===== src/rtl/fifo_stat.sv =====
// Synchronous FIFO with occupancy count, threshold flags, sticky error
// flags, synchronous flush and selectable standard or FWFT read port.
module fifo_stat #(
    parameter int WIDTH    = 16,
    parameter int DEPTH    = 8,
    parameter int AF_LEVEL = 6,
    parameter int AE_LEVEL = 2,
    parameter int FWFT     = 0
) (
    input  logic                     clk,
    input  logic                     rst,
    input  logic                     clr,
    input  logic                     wr_en,
    input  logic [WIDTH-1:0]         wr_data,
    input  logic                     rd_en,
    output logic [WIDTH-1:0]         rd_data,
    output logic                     rd_valid,
    output logic                     full,
    output logic                     empty,
    output logic                     almost_full,
    output logic                     almost_empty,
    output logic [$clog2(DEPTH):0]   count,
    output logic                     overflow,
    output logic                     underflow
);

    localparam int AW = $clog2(DEPTH);
    localparam int CW = AW + 1;

    localparam logic [CW-1:0] FULL_CNT = CW'(DEPTH);
    localparam logic [CW-1:0] AF_CNT   = CW'(AF_LEVEL);
    localparam logic [CW-1:0] AE_CNT   = CW'(AE_LEVEL);
    localparam logic [CW-1:0] ONE_CNT  = CW'(1);
    localparam logic [AW-1:0] ONE_PTR  = AW'(1);

    if ((DEPTH < 2) || ((DEPTH & (DEPTH - 1)) != 0)) begin : g_bad_depth
        $error("fifo_stat: DEPTH must be a power of two >= 2");
    end

    logic [WIDTH-1:0] mem [DEPTH];
    logic [AW-1:0]    wr_ptr;
    logic [AW-1:0]    rd_ptr;
    logic [CW-1:0]    count_nxt;
    logic             rd_acc;
    logic             wr_acc;

    // A full FIFO still takes a write when a pop frees a slot this edge.
    assign rd_acc = rd_en & ~empty;
    assign wr_acc = wr_en & (~full | rd_acc);

    always_comb begin
        count_nxt = count;
        unique case (1'b1)
            (wr_acc & ~rd_acc): count_nxt = count + ONE_CNT;
            (rd_acc & ~wr_acc): count_nxt = count - ONE_CNT;
            default:            count_nxt = count;
        endcase
    end

    always_ff @(posedge clk or posedge rst) begin
        if (rst) begin
            wr_ptr       <= '0;
            rd_ptr       <= '0;
            count        <= '0;
            full         <= 1'b0;
            empty        <= 1'b1;
            almost_full  <= 1'b0;
            almost_empty <= 1'b1;
            overflow     <= 1'b0;
            underflow    <= 1'b0;
        end else if (clr) begin
            wr_ptr       <= '0;
            rd_ptr       <= '0;
            count        <= '0;
            full         <= 1'b0;
            empty        <= 1'b1;
            almost_full  <= 1'b0;
            almost_empty <= 1'b1;
            overflow     <= 1'b0;
            underflow    <= 1'b0;
        end else begin
            if (wr_acc) begin
                wr_ptr <= wr_ptr + ONE_PTR;
            end
            if (rd_acc) begin
                rd_ptr <= rd_ptr + ONE_PTR;
            end
            count        <= count_nxt;
            full         <= (count_nxt == FULL_CNT);
            empty        <= (count_nxt == '0);
            almost_full  <= (count_nxt >= AF_CNT);
            almost_empty <= (count_nxt <= AE_CNT);
            if (wr_en && !wr_acc) begin
                overflow <= 1'b1;
            end
            if (rd_en && empty) begin
                underflow <= 1'b1;
            end
        end
    end

    // Storage is never reset; contents are unreachable until rewritten.
    always_ff @(posedge clk) begin
        if (wr_acc && !clr && !rst) begin
            mem[wr_ptr] <= wr_data;
        end
    end

    if (FWFT != 0) begin : g_fwft
        assign rd_data  = mem[rd_ptr];
        assign rd_valid = ~empty;
    end else begin : g_std
        always_ff @(posedge clk or posedge rst) begin
            if (rst) begin
                rd_data  <= '0;
                rd_valid <= 1'b0;
            end else if (clr) begin
                rd_data  <= '0;
                rd_valid <= 1'b0;
            end else begin
                rd_valid <= rd_acc;
                if (rd_acc) begin
                    rd_data <= mem[rd_ptr];
                end
            end
        end
    end

endmodule

===== config.mk =====
export PLATFORM = sky130hd
export DESIGN_NAME = fifo_stat
export DESIGN_NICKNAME = d
export VERILOG_FILES = /design/src/rtl/fifo_stat.sv
export SDC_FILE = /design/constraint.sdc
export NUM_CORES = 1
export LEC_CHECK = 0
export CORE_ASPECT_RATIO = 0.5
export CORE_MARGIN = 2
export CORE_UTILIZATION = 52
export CTS_CLUSTER_DIAMETER = 200
export DETAILED_ROUTE_END_ITERATION = 8
export PLACE_DENSITY = 0.75
export SLEW_MARGIN = 20
export SYNTH_ARGS = -nofsm -noshare
export SYNTH_HDL_FRONTEND = slang
export SYNTH_SLANG_ARGS = --single-unit
export TNS_END_PERCENT = 100

===== constraint.sdc =====
create_clock -name clk -period 3.2 [get_ports clk]
set_input_delay 0.64 -clock clk [delete_from_list [all_inputs] [get_ports clk]]
set_output_delay 0.64 -clock clk [all_outputs]
set_load 0.02 [all_outputs]

# == Word-level counts from Yosys, hierarchy flattened ==
# Memories as Yosys holds them, arrays and structs flattened.
# Cells that the tools add are included.
# word_totals
mem_count,1
output_inout_bits,27
word_cells,59
ff_bits,33
mem_bits_rw,128
mem_bits_ro,0
latch_bits,0
# classes
multipliers,0
reduce_logical,12
addsub,4
bitwise,9
order_cmp,2
n_eq_ne,1
n_shift,0
mux,19
n_div,0
# mem_list
memory,words,width,rd,rd_ports_with_merged_regs,write_ports,line_no,source
mem,8,16,1,0,1,40,logic [WIDTH-1:0] mem [DEPTH];
# ops
op,count
$mux 16,2
$mux 3,4
$mux 1,11
$pmux 4 s2,1
$reduce_bool 2->1,4
$add 3x1->3 const B,2
$add 4x1->4 const B,1
$and 1x1->1,4
$eq 4x4->1 const B,1
$ge 4x3->1 const B,1
$le 4x2->1 const B,1
$logic_and 1x1->1,4
$logic_not 4->1,1
$mux 4,1
$not 1->1,4
$sub 4x1->4 const B,1
$logic_not 1->1,3
$or 1x1->1,1

# == Logic depth before layout (Yosys ltp) ==
# depth
word_depth,9
depth_mapped,11
mapped_depth_nobuf,10

# == Worst setup path before layout ==
# Ideal clock, no wire load.
# synth_timing
path_kind,input port to flip-flop
from,input port rd_en
to,memory mem[0][0] (enable)
required_time_ps,2770
cell_stages,5
setup_slack_ps,-114
arrival_time_ps,2884
cell_sequence,nand2b_4 -> a21boi_4 -> inv_2 -> or3_1 -> nor4_1
# synth_via
elab_chain_cells,7
# synth_rtl
element,line_no,source
"start, declared",15,"input logic rd_en,"
$and 1x1->1,48,assign rd_acc = rd_en & ~empty;
$or 1x1->1,49,assign wr_acc = wr_en & (~full | rd_acc);
$and 1x1->1,49,
$logic_and 1x1->1 (2 in series),104,if (wr_acc && !clr && !rst) begin
$mux 1,104,
$mux 1 (not written as such),105,mem[wr_ptr] <= wr_data;
"end, declared",40,
# No other way between the ends.

# == Worst setup path after layout ==
# layout_timing
from,input port rd_en
to,register full
# layout_via
elab_chain_cells,8
word_cells_on_any_way,10
cone_classes,eq/ne: 1; mux: 2; bitwise: 7
# layout_rtl
element,line_no,source
$and 1x1->1 (*),48,
$or 1x1->1,49,
$and 1x1->1,49,
$not 1->1,55,(rd_acc & ~wr_acc): count_nxt = count - ONE_CNT;
$and 1x1->1,55,
$pmux 4 s2 (*),53,unique case (1'b1)
$eq 4x4->1 (*),89,full <= (count_nxt == FULL_CNT);
$mux 1 (*),71,end else if (clr) begin
"end signal, assigned",89,
"end, declared",18,"output logic full,"
# Mark *: on every way between the ends. The rest lies on a longest branch, timed or not.
# A chain may end at the register's enable or synchronous reset.

==> results.toml <==
[floorplanning]
die_h_um = 82.39
floorplan_die_width_um = 160.8
initial_utilization = 0.5366
fp.dieArea_um2 = 13250
placeableCoreArea_um2 = 11910
rows = 28
top_level_ports = 48

[worst_setup_path]
worst-endpoint-required_ns = 3.52
timing.reg2reg.worst_path_depth = 10
crit_path_start = "rd_en"
crit_top_cell = "ha_1"
timing.critical_path.max_delay_family = "buffers and inverters"
worst_setup_path_end_kind = "flip-flop"
crit-reg2reg-launch = "empty"
slowest_delay_ns = 0.53
worstSetupPathType = "primary input to flip-flop"
r2r-end = "full"
path_buf_inv = 2
crit_arrival_ns = 3.12
crit_end = "full"
critical_path.max_fanout = 5
crit_path_cell_trace = "clkdlybuf4s50_1 > nand2b_4 > a21boi_4 > inv_2 > ha_1 > xor2_1 > ha_1 > a21oi_1 > mux2_2 > xnor2_1 > nor4bb_1"
cp.depth = 11
timing.critical_path.from_type = "primary input"
timing.critical_path.slowest_stage_cell = "clkdlybuf4s50_1"
worst-r2r-setup-slack_ns = 0.71

[place]
place.port_buffers = 47
finalWeightedCongestion = 0.8217
placed_cell_area_um2 = 7148
pre_cts_ws_ns = -0.02302
detailed_place_hpwl_um = 7037

[synth]
syn-cell-area_um2 = 6391
synth_largest_area_cell = "edfxtp_1"
yosys-mux-area-fraction = 0.1427
synth_top_cells_by_count = "128 x edfxtp_1, 35 x nor2_1, 32 x mux4_2, 31 x dfrtp_1, 18 x mux2i_1"
netlist-cell-type-count = 42
synth_simple_gate_area_share = 0.04444
syn_avg_cell_area_um2 = 18.69
synth_ff_type = "edfxtp_1"
synth_top_family_by_area = "multiplexers"
synthesis.nets = 368
post_synth_main_area_contributors = "edfxtp_1 60%, dfrtp_1 12%, mux4_2 11%"
postSynthRegisterBits = 161
synth_compound_area_frac = 0.04268
yosys.cell_count.top_type = "edfxtp_1"
synthArstFlopShare = 0.2050
synthXorXnorAreaFrac = 0.009593
synth_top_area_frac = 0.6014
synthesis.yosys.warnings = 0
seq_area_frac_synth = 0.7310
syn_inst = 342
synth-edff-count = 128
synth_fa_ha_area_frac = 0.009789

[clock_tree]
cts.sinks = 161
cell_at_the_root_of_the_clock_tree = "clkbuf_16"
cts.hold.buffers_added = 0
post_cts_buffers = 0
worst_skew_pair.late_latency_ns = 0.42
clockBufferDepth = 2
cts_made_buffers = 17
tritoncts = "built"
htree_num_levels = 4
clk_pin_slew_worst_paths_ns = 0.06
post_cts_resize_count = 0

[timing]
fin_worst_skew_ns = 0.01557
timing.final.crit_share = 0.8731
finalMaxSlewViolations = 0
relSlewSlack = 0.2483
final_period_minus_worst_setup_slack_ns = 2.794
tightestPinTransition_ns = 1.128
setup_repair_after_global_routing_missed_its_margin = "false"
hold_ws_ns = 0.4988
report.final.hold_viol_count = 0
layout_setup_ws_ns = 0.4060
timing.fmax_mhz = 357.9
setup_viol = 0
setup_total_negative_slack_ns = 0

[detailed_routing]
initialDrtViolationCount = 184
avgViaCountPerCell = 5.749
route.vias.total = 3340
drt_pass1_iterations = 4
ant_nets = 0
detail_route.wirelength_um = 12140
post_drt_wl_per_cell_um = 20.89
detail_route.drc_violations = 0

[cells_and_area]
area_growth_pct = 20.95
area_occupied_by_multi_input_gates_um2 = 1634
final_net_count = 429
layout.cell_area.non_filler_um2 = 7730
sequential_cell_area_um2 = 4673
n_antenna_cell = 0
number_of_inserted_filler_cells_in_the_final_layout = 796
drive_gt1_frac = 0.2332

[power_and_ir_drop]
leakage_nw = 2.589
power.density_cell_area_nw_per_um2 = 687.8
worst_ir_drop_vdd_mv = 0.4540
design_power_total_mw = 5.317

[status]
outcome = "finished, final reports clean"

[hold_path]
holdCritStartpoint = "underflow"
hp-class = "flip-flop to flip-flop"

[grt]
first_pass_grt_wire_length_um = 19050
largest_net_degree_at_the_start_of_global_routing = 37
grt-ovfl-total = 0
grt_antenna_before_repair = 0
via_count_of_the_first_global_routing_pass = 3446
global_route_total_usage_across_every_layer = 0.2016

[flow_run]
maxCapViolations = 0
area by class of cell:
type | instances | share of cell area
flip-flops and latches | 161 | 0.6046
multi-input cells | 155 | 0.2114
well taps | 165 | 0.02671
repair buffers | 63 | 0.07964
clock buffers | 18 | 0.05552
inverters | 5 | 0.002428
clock inverters | 14 | 0.01975
through the flow:
step | cells | utilization
after detailed placement | 549 | 0.6001
after CTS | 581 | 0.6490
after global placement | 549 | 0.6001
final | 581 | 0.6490
after global routing | 581 | 0.6490
after floorplan | 342 | -
cells by family (layout without fill, tap and decap cells):
logic type / after synthesis / count (layout)
mux: 51 / 51
buf+inv: 26 / 100
flops: 161 / 161
xor+xnor: 7 / 7
fa+ha+maj: 5 / 5
compound gates: 34 / 34
simple gates: 58 / 58
routing by layer:
| layer | GRT usage | vias up | wire length [µm] |
|---|---|---|---|
| met2 | 0.3392 | 97 | 6031 |
| met5 | 0 | - | 0 |
| met3 | 0.05295 | 14 | 593 |
| li1 | - | 1482 | - |
| met4 | 0.07143 | 0 | 160 |
| met1 | 0.2626 | 1747 | 5350 |
sequential cells by signal, summed over array words and instances (netlist names):
signal / flops
full: 1
count: 4
empty: 1
rd_ptr: 3
wr_ptr: 3
mem: 128
underflow: 1
overflow: 1
rd_data: 16
almost_empty: 1
rd_valid: 1
almost_full: 1
placed cells by master, fill, tap and decap left out, drive strengths merged, types with 2 or more instances in the layout:
cell type / instances
clkbuf: 18
nand2: 6
mux4: 32
a31o: 2
buf: 16
nor2: 35
mux2i: 18
clkinvlp: 2
inv: 11
a21oi: 6
bufinv: 2
xor2: 4
or4b: 2
nand3b: 2
edfxtp: 128
o211ai: 2
clkinv: 4
nor4: 2
dfrtp: 31
nor3: 4
ha: 5
a31oi: 2
clkdlybuf4s50: 47
dfstp: 2
xnor2: 3
a211oi: 17
worst register-to-register path, stage by stage, from the launching register on:
cell and delay, ns:
dfstp_2 0.38, nand2b_4 0.17, a21boi_4 0.17, inv_2 0.07, ha_1 0.21, xor2_1 0.17, ha_1 0.19, a21oi_1 0.14
mux2_2 0.39, xnor2_1 0.27, nor4bb_1 0.23
where the power goes:
| group | internal [mW] | switching [mW] | leakage (nW) |
|---|---|---|---|
| Clock | 1.16 | 0.825 | 0.281 |
| Sequential | 2.36 | 0.0983 | 1.59 |
| Combinational | 0.437 | 0.431 | 0.716 |
how the worst min path moves through the flow:
stage / to / slack, ns / cells after the start
finish: underflow / 0.50 / 2
global route: underflow / 0.55 / 2
CTS: underflow / 0.50 / 2
detailed placement: underflow / 0.49 / 2
global placement: underflow / 0.48 / 2
floorplan: wr_ptr[0] / 0.58 / 2
No activity file was read; power rests on OpenSTA's default activity.
